## src/rtl/philv_pipe_chain.sv

```systemverilog
// Elastic DEPTH-stage pipeline with per-stage valid bits, bubble collapsing, flush, occupancy and a rd hazard scoreboard.
// Define PHILV_PIPE_FWD_EN to add the fwd1/fwd2 operand-forwarding outputs.
module philv_pipe_chain #(
  parameter int unsigned DATA_W = 32,
  parameter int unsigned DEPTH  = 4,
  parameter int unsigned ADDR_W = 5,
  parameter int unsigned CNT_W  = 5
) (
  input  logic              clk,
  input  logic              rst,
  input  logic              in_valid,
  output logic              in_ready,
  input  logic [DATA_W-1:0] in_data,
  input  logic [ADDR_W-1:0] in_rd,
  input  logic              in_rd_wr,
  output logic              out_valid,
  input  logic              out_ready,
  output logic [DATA_W-1:0] out_data,
  output logic [ADDR_W-1:0] out_rd,
  output logic              out_rd_wr,
  input  logic              flush,
  input  logic [ADDR_W-1:0] chk_rs1,
  input  logic [ADDR_W-1:0] chk_rs2,
  output logic              hazard,
`ifdef PHILV_PIPE_FWD_EN
  output logic              fwd1_hit,
  output logic [DATA_W-1:0] fwd1_data,
  output logic              fwd2_hit,
  output logic [DATA_W-1:0] fwd2_data,
`endif
  output logic [CNT_W-1:0]  occupancy
);

  logic [DEPTH-1:0]  r_valid;
  logic [DEPTH-1:0]  r_rd_wr;
  logic [DATA_W-1:0] r_data [DEPTH];
  logic [ADDR_W-1:0] r_rd   [DEPTH];
  logic [CNT_W-1:0]  r_occ;

  logic [DEPTH-1:0]  w_move;
  logic              w_accept;
  logic              w_hazard;

  // Advance chain: an entry moves when its successor is empty or itself moving.
  always_comb begin
    logic carry;
    w_move            = '0;
    w_move[DEPTH-1]   = r_valid[DEPTH-1] & out_ready;
    carry             = w_move[DEPTH-1];
    for (int i = int'(DEPTH) - 2; i >= 0; i--) begin
      w_move[i] = r_valid[i] & (~r_valid[i+1] | carry);
      carry     = w_move[i];
    end
  end

  assign in_ready = ~r_valid[0] | w_move[0];
  assign w_accept = in_valid & in_ready & ~flush;

  always_ff @(posedge clk or posedge rst) begin
    if (rst) begin
      r_valid <= '0;
      r_rd_wr <= '0;
      for (int i = 0; i < int'(DEPTH); i++) begin
        r_data[i] <= '0;
        r_rd[i]   <= '0;
      end
    end else begin
      if (w_accept) begin
        r_data[0]  <= in_data;
        r_rd[0]    <= in_rd;
        r_rd_wr[0] <= in_rd_wr;
      end
      for (int i = 1; i < int'(DEPTH); i++) begin
        if (w_move[i-1]) begin
          r_data[i]  <= r_data[i-1];
          r_rd[i]    <= r_rd[i-1];
          r_rd_wr[i] <= r_rd_wr[i-1];
        end
      end
      // Payload may still shift on flush; only the valid bits matter.
      if (flush) begin
        r_valid <= '0;
      end else begin
        r_valid[0] <= w_accept | (r_valid[0] & ~w_move[0]);
        for (int i = 1; i < int'(DEPTH); i++) begin
          r_valid[i] <= w_move[i-1] | (r_valid[i] & ~w_move[i]);
        end
      end
    end
  end

  always_ff @(posedge clk or posedge rst) begin
    if (rst) begin
      r_occ <= '0;
    end else if (flush) begin
      r_occ <= '0;
    end else begin
      r_occ <= r_occ + CNT_W'(w_accept) - CNT_W'(w_move[DEPTH-1]);
    end
  end

  // Pending write to a non-zero register matching either source.
  always_comb begin
    w_hazard = 1'b0;
    for (int i = 0; i < int'(DEPTH); i++) begin
      if (r_valid[i] && r_rd_wr[i] && (r_rd[i] != '0) &&
          ((r_rd[i] == chk_rs1) || (r_rd[i] == chk_rs2))) begin
        w_hazard = 1'b1;
      end
    end
  end

`ifdef PHILV_PIPE_FWD_EN
  // Scan oldest to youngest so the lowest-index match wins.
  always_comb begin
    fwd1_hit  = 1'b0;
    fwd1_data = '0;
    fwd2_hit  = 1'b0;
    fwd2_data = '0;
    for (int i = int'(DEPTH) - 1; i >= 0; i--) begin
      if (r_valid[i] && r_rd_wr[i] && (r_rd[i] != '0)) begin
        if (r_rd[i] == chk_rs1) begin
          fwd1_hit  = 1'b1;
          fwd1_data = r_data[i];
        end
        if (r_rd[i] == chk_rs2) begin
          fwd2_hit  = 1'b1;
          fwd2_data = r_data[i];
        end
      end
    end
  end
`endif

  assign hazard    = w_hazard;
  assign out_valid = r_valid[DEPTH-1];
  assign out_data  = r_data[DEPTH-1];
  assign out_rd    = r_rd[DEPTH-1];
  assign out_rd_wr = r_rd_wr[DEPTH-1];
  assign occupancy = r_occ;

endmodule

```

## config.mk

```make
export PLATFORM = sky130hd
export DESIGN_NAME = philv_pipe_chain
export DESIGN_NICKNAME = d
export VERILOG_FILES = /design/src/rtl/philv_pipe_chain.sv
export SDC_FILE = /design/constraint.sdc
export NUM_CORES = 1
export LEC_CHECK = 0
export ABC_CLOCK_PERIOD_IN_PS = 10350
export CORE_MARGIN = 8
export CORE_UTILIZATION = 59
export DETAILED_ROUTE_END_ITERATION = 12
export GPL_ROUTABILITY_DRIVEN = 1
export PLACE_DENSITY_LB_ADDON = 0.12
export SYNTH_ARGS = -nofsm -noshare
export SYNTH_HDL_FRONTEND = slang
export SYNTH_SLANG_ARGS = --single-unit
```

## constraint.sdc

```tcl
create_clock -name clk -period 10.35 [get_ports clk]
set_input_delay 2.07 -clock clk [delete_from_list [all_inputs] [get_ports clk]]
set_output_delay 2.07 -clock clk [all_outputs]
set_load 0.05 [all_outputs]
```

==> impl_metrics.csv, run 1 <==
group,metric,value,unit
status,outcome,"complete, no violations",
timing,finalMaxSlewViolations,0,
timing,timing_hold_violations_final,0,
setup_path,critPathBufInv,2,
floorplan,fp.dieH,125,um
pwr,finalPower,2.35,mW
setup_path,crit_fanout,4,
floorplan,core_area,11800,um^2
synthesis,synth_seq_cells,161,
floorplan,io_pins,99,
detailed_routing,wl_per_cell,18.4,um
grt,grt_overflow_total,0,
detailed_routing,wl_met2,6430,um
detailed_routing,met3_length,665,um
clock_network,cts_made_buffers,17,
clock_network,cts_max_level,4,
final_layout,syn_to_final_growth,19.2,%
job,maxCapViolCount,0,
final_layout,drive_gt1_share,34.1,%
synthesis,avgSynthCellArea,14.3,um^2
setup_path,critPathTopFamily,"buffers and inverters",
synthesis,synth_top_area_share,57.2,%
timing,setup_viol,0,
detailed_routing,drtPass1Iterations,5,
timing,min_period,6.30,ns
timing,skew,0.00659,ns
floorplan,dieArea,15700,um^2
grt,grt_pass1_wl,22000,um
synthesis,synth_edf_count,0,
min_path,hold_path.startpoint,"r_data[114]",
setup_path,crit_chain,"clkdlybuf4s50_1 > xnor2_1 > nand3_1 > o22ai_1 > o2111ai_1 > nand4_1 > clkdlybuf4s50_1",
clock_network,cts-root-buf,"clkbuf_16",
synthesis,synthArstFlopShare,100,%
synthesis,yosys.cell_types.count,29,
setup_path,crit_path_start_kind,"primary input",
min_path,hp-class,"flop to flop",
synthesis,synth_nets,550,
detailed_routing,drc,0,
detailed_routing,met1_length,5780,um
floorplan,start_util,59.6,%
synthesis,netlist.top_cell.by_area,"dfrtp_1",
final_layout,stdcell_count,707,
grt,antenna_found_initial,0,
clock_network,tritoncts,"built",
placement,gp_congestion,0.816,
setup_path,cp_slowest_cell,"clkdlybuf4s50_1",
grt,grt_max_degree,100,
clock_network,cts-resized-gates,0,
clock_network,clkTransAtPathRegs,0.06,ns
pwr,power_leakage,3.57,nW
floorplan,rows,40,
setup_path,critPathLaunch,"chk_rs2[4]",
pwr,p_per_area,280,nW/um^2
grt,grt_pass1_vias,4186,
setup_path,slowest_delay,0.81,ns
timing,slew_headroom,31.0,%
placement,io_buffers,98,
final_layout,n_fill_cell,830,
floorplan,die_w,125,um
synthesis,synth_most_common_cell,"dfrtp_1",
clock_network,clock_latency,0.42,ns
clock_network,cts_setup_buffers,0,
timing,fin_crit_sh,60.9,%
synthesis,synth_area_leaders,"dfrtp_1 57%, mux2_2 23%, xnor2_1 5.1%",
clock_network,cts_hold_buf,0,
detailed_routing,wirelength,13000,um
synthesis,synth_area,7040,um^2
detailed_routing,routed.top_layer,"met4",
synthesis,ys.flop_type,"dfrtp_1",
synthesis,postSynthCellCount,491,
placement,dp_hpwl,8490,um
pwr,ir_worst_vdd,231,uV
setup_path,r2r-start,"r_valid[3]",
final_layout,fin_nets,606,
timing,fmaxAchievable,0.159,GHz
placement,dp.cells,675,
synthesis,yosysWarnings,0,
setup_path,arrival,4.23,ns
timing,holdWs,0.498,ns
detailed_routing,via_count,3843,
setup_path,critical_path_class,"primary input to output pin",
setup_path,end_kind,"output pin",
detailed_routing,ant_nets,0,
grt,track_usage,17.8,%
timing,tightest_slew,1.03,ns
final_layout,postLayoutCoreUtil,71.0,%
clock_network,clockBufferDepth,2,
timing,rsz0062_at_grt,"false",
clock_network,cts_sinks,161,
synthesis,synth_common_cells,"161 x dfrtp_1, 143 x mux2_2, 44 x buf_4",
detailed_routing,drt_iter0_drc,206,
timing,setup_tns,0,ns
synthesis,seq_area_frac_synth,57.2,%
final_layout,antenna_cells,0,
setup_path,worstPathRequired,8.28,ns
setup_path,crit_top_cell,"clkdlybuf4s50_1",
detailed_routing,vias_per_cell,5.44,
metrics by stage:
step,instance area [um^2],worst slack (ns)
finish,8390,4.05
global route,8390,3.93
CTS,8390,4.06
detailed placement,7800,4.06
global placement,7800,4.09
floorplan,7040,3.93
worst paths after layout:
kind	to	slack (ns)	cells past startpoint
setup / recovery	hazard	4.05	7
hold / removal	r_data[82]	0.50	1
setup reg to reg	occupancy[4]	7.33	15
hold reg to reg	r_data[82]	0.50	1
max in group asynchronous	r_data[106]	6.78	3
min in group asynchronous	r_data[102]	2.24	2
placed cells by master, fill, tap and decap left out, drive strengths merged, types with 2 or more instances in the layout:
| cell | instances |
|---|---|
| a21o | 2 |
| a21oi | 5 |
| buf | 3 |
| bufinv | 2 |
| clkbuf | 23 |
| clkdlybuf4s50 | 98 |
| clkinv | 5 |
| dfrtp | 161 |
| ha | 5 |
| inv | 12 |
| mux2 | 152 |
| nand2 | 11 |
| nand3 | 9 |
| nand4 | 2 |
| nor2 | 7 |
| nor2b | 2 |
| o2111ai | 4 |
| o22ai | 4 |
| or4 | 4 |
| xnor2 | 41 |
| xor2 | 3 |
kinds of logic after synthesis:
group / synth area share [%]
xor+xnor: 5.47
buf+inv: 6.75
simple gates: 3.15
mux: 24.8
flops: 57.2
compound gates: 1.42
fa+ha+maj: 1.17
where the power goes:
part | internal, mW | switching (mW) | total, mW
combinational | 0.347 | 0.434 | 0.781
sequential | 0.822 | 0.135 | 0.956
clock | 0.374 | 0.238 | 0.611
total | 1.54 | 0.806 | 2.35
layer usage:
| layer | vias up | global-route usage [%] |
|---|---|---|
| met5 | - | 0 |
| met1 | 1981 | 21.9 |
| met4 | 0 | 5.59 |
| li1 | 1766 | - |
| met2 | 79 | 29.0 |
| met3 | 17 | 5.95 |
worst register-to-register path: stages, from the launching register on:
cell,delay (ns)
dfrtp_1,0.40
nor2b_4,0.16
nand4_4,0.10
nor3b_4,0.17
buf_4,0.52
inv_1,0.10
ha_1,0.31
inv_1,0.06
ha_1,0.16
inv_1,0.06
fa_1,0.39
inv_1,0.07
a21o_1,0.10
a21oi_1,0.07
xnor2_1,0.15
nor2_1,0.05
final cells by class:
cell class / instances / area, um^2 / area share, %
clock buffers: 23 / 478 / 5.70
clock inverters: 9 / 105 / 1.25
inverters: 11 / 46.3 / 0.552
multi-input cells: 255 / 2540 / 30.3
flip-flops and latches: 161 / 4030 / 48.0
well taps: 147 / 184 / 2.19
repair buffers: 101 / 1000 / 12.0
flip-flops by register name (all words and copies together), names as in the netlist:
register   cells
r_rd          15
out_rd         5
r_data        96
r_rd_wr        4
r_valid        4
out_data      32
occupancy      5
No activity file was read; power rests on OpenSTA's default activity.
==> inputs of run 2 (changes only) <==
Settings changed: ABC_CLOCK_PERIOD_IN_PS 10350 to 6100, CORE_UTILIZATION 59 to 55.
Clock period 10.35 ns to 6.1 ns, I/O delays scaled along.
==> run 2 against run 1 <==
First-iteration DRC count down 32%. Clock skew shrank 0.00098 ns. Core utilization shrank 3.8 points. Cell count increased by 3.3%. Critical path type unchanged.
==> impl_metrics.csv, run 2 (synthesized netlist as in run 1, its figures left out) <==
group,metric,value,unit
status,outcome,"complete, no violations",
setup_path,crit_fanout,4,
setup_path,r2r-start,"r_valid[3]",
final_layout,final_cell_mix,"161 x dfrtp_1, 143 x mux2_2, 98 x clkdlybuf4s50_1, 41 x xnor2_1, 17 x clkbuf_16",
floorplan,core_area,12600,um^2
detailed_routing,via_count,3804,
job,maxCapViolCount,0,
final_layout,final_common_cell,"dfrtp_1",
timing,slew_headroom,22.7,%
placement,io_buffers,98,
timing,min_period,4.59,ns
placement,gp_congestion,0.849,
final_layout,stdcell_count,730,
grt,grt_overflow_total,0,
final_layout,antenna_cells,0,
clock_network,cts_setup_buffers,0,
clock_network,cts_made_buffers,17,
min_path,hp-class,"flop to flop",
timing,fmaxAchievable,0.218,GHz
placement,dp.cells,699,
clock_network,cts_hold_buf,0,
clock_network,clkTransAtPathRegs,0.06,ns
clock_network,cts-root-buf,"clkbuf_16",
final_layout,fin_nets,605,
pwr,finalPower,4.07,mW
detailed_routing,ant_nets,0,
clock_network,tritoncts,"built",
setup_path,reg2reg_to,"occupancy[4]",
setup_path,crit_path_start_kind,"primary input",
min_path,min_to,"r_data[78]",
final_layout,final_area,8450,um^2
final_layout,postLayoutCoreUtil,67.3,%
timing,setup_ws,1.51,ns
detailed_routing,drt_iter0_drc,140,
pwr,p_int,2.68,mW
detailed_routing,wirelength,13300,um
setup_path,end_kind,"output pin",
placement,dp_hpwl,8800,um
placement,place_ws,1.50,ns
clock_network,cts_sinks,161,
floorplan,dieArea,16700,um^2
detailed_routing,drtPass1Iterations,4,
pwr,pwr-share-clk,27.5,%
pwr,p_per_area,481,nW/um^2
final_layout,largest_reg_flops,96,
timing,holdWs,0.499,ns
clock_network,clock_latency,0.42,ns
final_layout,drive_gt1_share,34.4,%
clock_network,cts-resized-gates,0,
timing,timing_hold_violations_final,0,
pwr,p_sw_share,34.2,%
final_layout,n_fill_cell,926,
detailed_routing,wl_per_cell,18.2,um
pwr,p_seq_share,40.0,%
floorplan,io_pins,99,
grt,grt_max_degree,117,
placement,placement.cell_area,7830,um^2
clock_network,clockBufferDepth,2,
floorplan,die_w,129,um
final_layout,regMostFlops,"r_data",
detailed_routing,drc,0,
grt,grt_pass1_vias,4210,
floorplan,rows,41,
floorplan,fp.dieH,129,um
setup_path,reg2reg_slack,3.63,ns
detailed_routing,vias_per_cell,5.21,
timing,setup_tns,0,ns
pwr,ir_worst_vdd,293,uV
setup_path,reg2regPathDepth,14,
grt,antenna_found_initial,0,
setup_path,critical_path_class,"primary input to output pin",
final_layout,syn_to_final_growth,20.1,%
timing,fin_crit_sh,75.3,%
timing,finalMaxSlewViolations,0,
pwr,switchingPower,1.39,mW
floorplan,start_util,56.0,%
clock_network,cts_max_level,4,
pwr,power_leakage,3.58,nW
grt,grt_pass1_wl,22100,um
timing,setup_viol,0,
grt,track_usage,17.2,%
timing,skew,0.00561,ns
pwr,p_comb_share,32.5,%
setup_path,worstPathRequired,4.88,ns
setup_path,arrival,3.37,ns
timing,tightest_slew,1.16,ns
min_path,holdPathStages,1,
timing,rsz0062_at_grt,"false",
min_path,hold_path.startpoint,"r_data[78]",
[run 2: cell types whose count changed in the layout (fill, tap and decap cells not counted), sizes merged]
| cell | before | now |
|---|---|---|
| clkbuf | 23 | 18 |
| clkinv | 5 | 6 |
| buf | 3 | 2 |
| inv | 12 | 13 |
| bufinv | 2 | 4 |
[run 2: power by group through the flow]
stage               Clock, mW  Combinational, mW  Sequential (mW)
CTS                      1.14               1.34             1.63
finish                   1.12               1.32             1.63
detailed placement          0               1.34             1.65
global route             1.18               1.40             1.68
global placement            0               1.32             1.63
floorplan                   0               1.11             1.60
[run 2: worst max-delay path, cell delays in order]
cell	delay (ns)
clkdlybuf4s50_1	0.63
xnor2_1	0.16
nand3_1	0.10
o22ai_1	0.19
o2111ai_1	0.15
nand4_1	0.12
clkdlybuf4s50_1	0.81
[run 2: layout make-up]
cell class | count | area [um^2] | share of cell area (%)
clock buffers | 18 | 439 | 5.20
clock inverters | 13 | 185 | 2.19
inverters | 11 | 46.3 | 0.548
multi-input cells | 255 | 2540 | 30.1
flip-flops and latches | 161 | 4030 | 47.7
well taps | 172 | 215 | 2.55
repair buffers | 100 | 996 | 11.8
[run 2: per-layer routing]
| layer | GRT usage [%] | vias to the layer above | routed length [um] |
|---|---|---|---|
| met1 | 21.3 | 1958 | 5790 |
| li1 | - | 1760 | - |
| met4 | 6.22 | 0 | 173 |
| met3 | 5.14 | 14 | 645 |
| met5 | 0 | - | 0 |
| met2 | 28.0 | 72 | 6640 |
[run 2: how the worst max path moves through the flow]
| stage | cells after the start | slack (ns) | endpoint | start |
|---|---|---|---|---|
| 2_1_floorplan | 1 | 0.53 | occupancy[0] | rst |
| 3_3_place_gp | 7 | 1.50 | hazard | chk_rs1[1] |
| 3_5_place_dp | 7 | 1.50 | hazard | chk_rs1[1] |
| 4_1_cts | 7 | 1.49 | hazard | chk_rs1[1] |
| 5_1_grt | 7 | 1.36 | hazard | chk_rs2[0] |
| 6_report | 7 | 1.51 | hazard | chk_rs1[1] |
==> RTL change (settings of run 2) <==
The parameter `ADDR_W` goes from 5 to 6.
--- a/src/rtl/philv_pipe_chain.sv
+++ b/src/rtl/philv_pipe_chain.sv
@@ -3,7 +3,7 @@
 module philv_pipe_chain #(
   parameter int unsigned DATA_W = 32,
   parameter int unsigned DEPTH  = 4,
-  parameter int unsigned ADDR_W = 5,
+  parameter int unsigned ADDR_W = 6,
   parameter int unsigned CNT_W  = 5
 ) (
   input  logic              clk,
Interface: changed (resized chk_rs1, chk_rs2, in_rd and out_rd); port bits go from 99 to 103. The function was not compared with the original's and may differ.
==> RTL change against run 2 <==
  * Total power rose by 1.1%
  * Highest routed layer unchanged
  * Final area rose by 2.3%
  * Largest power group unchanged
  * Routed wire length rose by 8.5%
  * Synthesized area rose by 1.4%
  * Sequential cell count rose by 4
  * Worst hold slack got worse by 0.87 ps
  * Worst setup slack got worse by 240 ps
  * Clock skew rose by 1.6 ps
==> RTL change: results (changes against run 2) <==
1st-pass router iterations -> 4 (unchanged)
Total GRT Usage -> 18.2% (+0.96 points)
CTS Buf Count -> 17 (unchanged)
First-pass GRT wire length -> 23300 um (+5.4%)
Post-DP HPWL -> 9510 um (+8.1%)
Register clock-pin slew on the reported worst setup and hold paths -> 60 ps (about the same)
Sequential fraction of the synthesis area -> 57.8% (+0.61 points)
Detail Route met3 WL -> 823 um (+28%)
Largest register FFs -> 96 (unchanged)
CP endpoint -> hazard
Synth unique cells -> 24 (-17%)
WL/cell -> 19.1 um (+5.5%)
Initial drt markers -> 189 (+35%)
Lkg Pwr -> 3.67 nW (+2.5%)
Clk_skew -> 7.25 ps (+1.64 ps)
Fraction of layout cells with a size suffix above 1 -> 33.7% (-0.73 points)
Critical Path Start -> chk_rs2[2]
Top post-synthesis cells by area -> dfrtp_1 58%, mux2_2 25%, xor2_1 4.3%
Mapped Nets -> 560 (+1.8%)
Detail Route met2 WL -> 7020 um (+5.7%)
M1 wire length -> 6320 um (+9.1%)
# port buffers -> 102 (+4.1%)
Reg2reg setup slack -> 3270 ps (-360 ps)
# diodes -> 0 (unchanged)
Clock root cell -> clkbuf_16
Worst EP arrival -> 3610 ps (+240 ps)
Vias in the first global route -> 4424 (+5.1%)
Final #Nets -> 628 (+3.8%)
Hold path startpoint -> r_data[62]$_DFFE_PP0P_
Max rail drop VDD -> 302 uV (+3.4%)
Rel. slew slack -> 22.2% (-0.48 points)
Crit path max fanout -> 4 (unchanged)
Setup bufs post-CTS -> 0 (unchanged)
Vias -> 3993 (+5.0%)
Synth cell count leaders -> 165 x dfrtp_1, 156 x mux2_2, 38 x buf_4, 35 x xor2_1, 17 x xnor2_1
Largest net degree at the start of global routing -> 125 (+6.8%)
RePlAce Congestion -> 0.844 (-0.54%)
Status -> finished clean
Fillers -> 924 (-0.22%)
RTL change: changes by cell type after synthesis, sizes merged, moves of 8 or more:
cell | before | now
xor2 | 3 | 35
xnor2 | 41 | 17
clkbuf | 9 | 1
nand2 | 11 | 3
nor4 | 0 | 8
RTL change: metrics by stage:
stage	instances	total power, W	utilization [%]	worst slack (ps)	area (um^2)
floorplan	498	0.00275	-	418	7140
global placement	719	0.00302	63.4	1230	8040
detailed placement	719	0.00305	63.4	1240	8040
CTS	751	0.00416	68.3	1230	8650
global route	751	0.00431	68.3	1130	8650
finish	751	0.00411	68.3	1270	8650
RTL change: kinds of logic (layout without fill, tap and decap cells):
| family | count (synthesis) | after routing | synth area share [%] |
|---|---|---|---|
| multiplexers | 156 | 156 | 24.6 |
| AND/OR/NAND/NOR | 38 | 38 | 2.93 |
| adder cells (fa/ha/maj) | 6 | 6 | 1.16 |
| flip-flops | 165 | 165 | 57.8 |
| XOR/XNOR | 52 | 52 | 6.38 |
| AO/OA/AOI/OAI | 15 | 15 | 1.33 |
| buffers and inverters | 66 | 147 | 5.75 |
RTL change: where the power goes:
part	internal [W]	total, W	switching (W)
clock	0.000658	0.00109	0.000433
combinational	0.000584	0.00134	0.000752
sequential	0.00143	0.00169	0.000259
total	0.00267	0.00411	0.00144
RTL change: worst min-delay path by stage:
stage	slack, ps	to	depth (start not counted)
after floorplan	470	out_data[30]$_DFFE_PP0P_	1
after global placement	480	out_data[17]$_DFFE_PP0P_	1
after detailed placement	490	out_data[17]$_DFFE_PP0P_	1
after CTS	500	r_data[46]$_DFFE_PP0P_	1
after global routing	510	r_data[51]$_DFFE_PP0P_	1
final	500	r_data[62]$_DFFE_PP0P_	1
RTL change: layout make-up:
| cell class | instances | area, um^2 | area share, % |
|---|---|---|---|
| clock buffer | 18 | 439 | 5.08 |
| clock inverter | 14 | 174 | 2.01 |
| inverter | 11 | 46.3 | 0.535 |
| multi-input combinational | 267 | 2610 | 30.2 |
| sequential | 165 | 4130 | 47.7 |
| tap | 172 | 215 | 2.49 |
| timing repair buffer | 104 | 1040 | 12.0 |
RTL change: layer usage:
metal,up-vias,track usage (%)
met5,-,0
met4,0,6.35
met3,19,5.47
met2,88,29.4
met1,2051,22.8
li1,1835,-
RTL change: critical path: stages:
cell and delay, ps:
clkdlybuf4s50_1 560, xor2_1 220, nor4_1 370, nand3_1 160
a21oi_1 160, or4_1 120, clkdlybuf4s50_1 800
